**src/rtl/i2s_dac_transmitter.sv**
```systemverilog
// i2s_dac_transmitter: serialises one mono mixer sample per frame into an
// I2S stream (same sample in left and right slots). BCLK, LRCLK and data are
// all generated from the system clock and registered.
// Optional build macro I2S_LEFT_JUSTIFIED_EN selects left-justified framing
// (lrclk=1 marks left, no one-bit data delay, idle lrclk=0).
//
// state | meaning
// IDLE  | outputs parked, waiting for enable
// RUN   | streaming frames, latching a new sample at every frame start
// DRAIN | enable dropped; finish the frame in flight, then park
module i2s_dac_transmitter #(
    parameter int AUDIO_BIT_WIDTH = 24,
    parameter int SLOT_WIDTH      = 32,
    parameter int BCLK_DIV        = 4
) (
    input  logic                       clock,
    input  logic                       reset,
    input  logic                       enable,
    input  logic [AUDIO_BIT_WIDTH-1:0] audio_in,
    output logic                       sample_tick,
    output logic                       busy,
    output logic                       bclk,
    output logic                       lrclk,
    output logic                       dacdat
);

    localparam int FRAME_BITS = 2 * SLOT_WIDTH;
    localparam int BW         = $clog2(FRAME_BITS);
    localparam int DW         = (BCLK_DIV > 1) ? $clog2(BCLK_DIV) : 1;

    localparam logic [BW-1:0] BIT_LAST = BW'(FRAME_BITS - 1);
    localparam logic [BW-1:0] BIT_SLOT = BW'(SLOT_WIDTH);
    localparam logic [DW-1:0] DIV_LAST = DW'(BCLK_DIV - 1);

`ifdef I2S_LEFT_JUSTIFIED_EN
    localparam logic LR_IDLE = 1'b0;
`else
    localparam logic LR_IDLE = 1'b1;
`endif

    typedef enum logic [1:0] {
        ST_IDLE,
        ST_RUN,
        ST_DRAIN
    } state_t;

    state_t                     state_q, state_d;
    logic [DW-1:0]              div_q, div_d;
    logic [BW-1:0]              bit_q, bit_d;
    logic                       bclk_q, bclk_d;
    logic                       lrclk_q, lrclk_d;
    logic                       dacdat_q, dacdat_d;
    logic                       tick_q, tick_d;
    logic [AUDIO_BIT_WIDTH-1:0] sample_q, sample_d;
    logic                       primed_q, primed_d;   // a frame has already been sent since IDLE

    logic [BW-1:0]              bit_inc;
    logic [AUDIO_BIT_WIDTH-1:0] audio_conv;

    assign bit_inc    = bit_q + BW'(1);
    // Offset-binary to two's complement: flip the MSB.
    assign audio_conv = {~audio_in[AUDIO_BIT_WIDTH-1], audio_in[AUDIO_BIT_WIDTH-2:0]};

    // Frame word bit at position pos; both slots carry the same sample,
    // left-aligned in the slot with zero padding below the LSB.
    function automatic logic slot_bit(input logic [AUDIO_BIT_WIDTH-1:0] s,
                                      input logic [BW-1:0] pos);
        logic [BW-1:0]              off;
        logic [AUDIO_BIT_WIDTH-1:0] sh;
        off = (pos >= BIT_SLOT) ? pos - BIT_SLOT : pos;
        sh  = s << off;
        return sh[AUDIO_BIT_WIDTH-1];
    endfunction

    // State and datapath registers.
    always_ff @(posedge clock or posedge reset) begin
        if (reset) begin
            state_q  <= ST_IDLE;
            div_q    <= '0;
            bit_q    <= BIT_LAST;
            bclk_q   <= 1'b0;
            lrclk_q  <= LR_IDLE;
            dacdat_q <= 1'b0;
            tick_q   <= 1'b0;
            sample_q <= '0;
            primed_q <= 1'b0;
        end else begin
            state_q  <= state_d;
            div_q    <= div_d;
            bit_q    <= bit_d;
            bclk_q   <= bclk_d;
            lrclk_q  <= lrclk_d;
            dacdat_q <= dacdat_d;
            tick_q   <= tick_d;
            sample_q <= sample_d;
            primed_q <= primed_d;
        end
    end

    // Next-state: BCLK divider, bit counter and serial outputs, all advanced on falling events.
    always_comb begin
        state_d  = state_q;
        div_d    = div_q;
        bit_d    = bit_q;
        bclk_d   = bclk_q;
        lrclk_d  = lrclk_q;
        dacdat_d = dacdat_q;
        tick_d   = 1'b0;
        sample_d = sample_q;
        primed_d = primed_q;

        case (state_q)
            ST_IDLE: begin
                div_d    = '0;
                bit_d    = BIT_LAST;
                bclk_d   = 1'b0;
                lrclk_d  = LR_IDLE;
                dacdat_d = 1'b0;
                primed_d = 1'b0;
                if (enable) state_d = ST_RUN;
            end
            default: begin
                if (state_q == ST_RUN) begin
                    if (!enable) state_d = ST_DRAIN;
                end else begin
                    state_d = enable ? ST_RUN : ST_DRAIN;
                end

                if (div_q == DIV_LAST) begin
                    div_d  = '0;
                    bclk_d = ~bclk_q;
                    if (bclk_q) begin
                        if (bit_q == BIT_LAST) begin
                            // Frame boundary wins over a late enable in DRAIN; IDLE
                            // picks enable up again on the following cycle.
                            if (state_q == ST_DRAIN) begin
                                state_d  = ST_IDLE;
                                bit_d    = BIT_LAST;
                                lrclk_d  = LR_IDLE;
                                dacdat_d = 1'b0;
                                primed_d = 1'b0;
                            end else begin
                                bit_d    = '0;
                                lrclk_d  = ~LR_IDLE;
                                sample_d = audio_conv;
                                primed_d = 1'b1;
                                tick_d   = 1'b1;
`ifdef I2S_LEFT_JUSTIFIED_EN
                                dacdat_d = slot_bit(audio_conv, '0);
`else
                                dacdat_d = primed_q & slot_bit(sample_q, BIT_LAST);
`endif
                            end
                        end else begin
                            bit_d = bit_inc;
                            if (bit_inc == BIT_SLOT) lrclk_d = LR_IDLE;
`ifdef I2S_LEFT_JUSTIFIED_EN
                            dacdat_d = slot_bit(sample_q, bit_inc);
`else
                            dacdat_d = slot_bit(sample_q, bit_q);
`endif
                        end
                    end
                end else begin
                    div_d = div_q + DW'(1);
                end
            end
        endcase
    end

    assign sample_tick = tick_q;
    assign busy        = (state_q != ST_IDLE);
    assign bclk        = bclk_q;
    assign lrclk       = lrclk_q;
    assign dacdat      = dacdat_q;

endmodule
```
**config.mk**
```make
export PLATFORM = sky130hd
export DESIGN_NAME = i2s_dac_transmitter
export DESIGN_NICKNAME = d
export VERILOG_FILES = /design/src/rtl/i2s_dac_transmitter.sv
export SDC_FILE = /design/constraint.sdc
export NUM_CORES = 1
export LEC_CHECK = 0
export BUFFER_PORTS_ARGS = -buffer_cell sky130_fd_sc_hd__buf_2
export CORE_UTILIZATION = 45
export CTS_BUF_LIST = sky130_fd_sc_hd__clkbuf_8
export DETAILED_ROUTE_END_ITERATION = 10
export GPL_ROUTABILITY_DRIVEN = 0
export PLACE_DENSITY_LB_ADDON = 0.1
export SYNTH_ARGS = -nofsm -noshare
export SYNTH_HDL_FRONTEND = slang
export SYNTH_SLANG_ARGS = --single-unit
```
**constraint.sdc**
```tcl
create_clock -name clock -period 4.53 [get_ports clock]
set_clock_uncertainty 0.2 [all_clocks]
set_input_delay 0.453 -clock clock [delete_from_list [all_inputs] [get_ports clock]]
set_output_delay 0.453 -clock clock [all_outputs]
set_load 0.005 [all_outputs]
```
==> results.yml <==
run_status:
  status: "complete, no violations"
clocking:
  cts_setup_buffers: 0
  cts_hold_buf: 0
  h-tree-depth: 2
  clkLatencyLatePin_ns: 0.29
  cts_tree: "done"
  numClockSinks: 38
  cts-buffers-inserted: 5
  clk_pin_slew_ns: 0.07
  cts-resized-gates: 0
  cts_buffer_depth: 2
  root_buffer: "clkbuf_8"
cells_and_area:
  nNetsFinal: 204
  nFillCells: 366
  stdcell_area_sq_mm: 0.00213
  drive_gt1_share_pct: 43.4
  area_growth_pct: 13.2
  multi_input_area_sq_um: 825
  seqCellArea_sq_um: 960
  antennaDiodeCount: 0
  final_cell_mix: "31 x dfrtp_1, 31 x buf_2, 23 x mux2_2, 8 x inv_1"
synthesis:
  synth_edf_count: 0
  synth_top_cell_by_area: "dfrtp_1"
  avgSynthCellArea_sq_um: 13.1
  syn_area_sq_mm: 0.00188
  synth_ff_type: "dfrtp_1"
  ys_seq_area_share_pct: 51.1
  synth_area_leaders: "dfrtp_1 41%, mux2_2 14%, dfstp_2 9.8%"
  synth_seq_cells: 38
  synth_cells: 144
  yosys_warnings: 0
  syn-num-nets: 174
  ys_types: 41
  yosysTopAreaCellShare_pct: 41.3
  async_flop_share_pct: 100
routing:
  wire_per_inst_um: 15.2
  detail-route-antenna-nets: 0
  wirelength_um: 3420
  drc: 0
  num_vias: 1229
  dr.pass1.iters: 4
  vias_per_cell: 5.46
  drtIter0Drc: 48
placed_design:
  place_ws_ns: 2.02
  io_buffers: 31
  dp_hpwl_um: 2400
  place_area_sq_mm: 0.00204
worst_setup_path:
  crit_chain: "ha_1 > and4_1 > nand4_4 > mux2_2"
  cp-start-kind: "register"
  crit_slowest_cell: "dfstp_2"
  cp.required_ns: 4.50
  crit_path_end_kind: "register"
  crit_family: "simple AND/OR/NAND/NOR gates"
  critPathKind: "register to register"
  critPathMaxStageDelay_ns: 0.69
  cp.arrival_ns: 2.45
  regToRegSetupSlack_ns: 2.05
  crit_buf_inv: 0
  worstPathMaxFanout: 28
timing:
  setup_tns_ns: 0
  final.period_utilization_pct: 54.7
  relSlewSlack_pct: 68.0
  slew_viol_final: 0
  layout_setup_ws_ns: 2.05
  setup_viol: 0
  layout_min_cycle_time_ns: 2.48
  hold_viol: 0
  worst_pin_slew_ns: 0.479
  fmax_mhz: 403
  timing.hold.ws_ns: 0.0556
  rsz0062_at_grt: "no"
global_routing:
  grt_pass1_vias: 1247
  grtUsageMet2_pct: 30.1
  grt_max_degree: 39
  grt_use_met3_pct: 5.14
  use_met1_pct: 23.4
  grt_overflow: 0
  grt_pass1_wl_um: 6020
  antenna_found_initial: 0
  busiest_layer: "met2"
  grtUsageTotal_pct: 18.6
floorplan:
  dieArea_sq_mm: 0.00444
  io_pins: 32
  rows: 23
  die_w_um: 66.6
  initial_core_util_pct: 47.0
  core_sq_mm: 0.00400
  die_h_um: 66.6
pwr:
  p_per_area_mw_per_mm2: 517
  irDropWorstVdd_mv: 0.244
  p_total_mw: 1.10
  p_leak_nw: 1.00
worst_hold_path:
  hold_class: "input pin to asynchronous set/reset pin"
run:
  maxCapViolations: 0
final timing paths:
path	start	end	cells past startpoint
worst max-delay path	bit_q[0]	sample_q[21]	4
worst min-delay path	reset	sample_q[4]	3
worst max register to register	bit_q[0]	sample_q[21]	4
worst min register to register	div_q[0]	div_q[0]	1
max in group asynchronous	reset	lrclk	3
min in group clock	enable	state_q[1]	2
final cells by class:
type | instances | area share, %
sequential | 38 | 45.1
multi-input combinational | 90 | 38.8
clock inverter | 2 | 0.412
tap | 50 | 2.94
timing repair buffer | 32 | 7.65
inverter | 7 | 1.24
clock buffer | 6 | 3.88
metrics by stage:
| step | utilization, % | std cells |
|---|---|---|
| finish | 53.2 | 225 |
| global route | 53.2 | 225 |
| CTS | 53.2 | 225 |
| detailed placement | 50.9 | 217 |
| global placement | 50.9 | 217 |
| floorplan | - | 144 |
sequential cells by signal (all words and copies together), names as in the netlist:
signal / flops
bclk: 1
bit_q: 6
dacdat: 1
div_q: 2
lrclk: 1
sample_q: 24
sample_tick: 1
state_q: 2
cells in the mapped netlist (all sizes together) (2+ instances only):
cell type and instances:
and2 4, o21a 2, o21bai 2, and3 2, nor2 7, dfstp 7, ha 3, o221ai 2
dfrtp 31, o31a 2, nand3 4, o21ai 3, o211ai 2, buf 8, mux2 23, a21oi 5
nor3 2, mux2i 3, mux4 5, nand2 5, inv 7
tightest hold or removal path, cell delays in order:
cell and delay, ns:
buf_2 0.09, inv_1 0.04, buf_4 0.39
cells by family (layout without fill, tap and decap cells):
kind of cell / count (synthesis) / count (layout) / synth area share (%)
buf+inv: 16 / 47 / 5.06
simple gates: 28 / 28 / 8.52
fa+ha+maj: 3 / 3 / 2.00
xor+xnor: 1 / 1 / 0.466
mux: 31 / 31 / 22.2
flops: 38 / 38 / 51.1
compound gates: 27 / 27 / 10.7
metal layers:
layer	vias to the layer above	part of all wire (%)
li1	590	-
met2	37	47
met5	-	0
met1	598	47
met3	4	4.9
met4	0	1.3
where the power goes:
part	internal (mW)	leakage, nW	switching [mW]
clock	0.120	0.0524	0.114
combinational	0.187	0.506	0.118
sequential	0.476	0.442	0.0834
total	0.784	1.00	0.315
(Power assumes the default switching activity.)
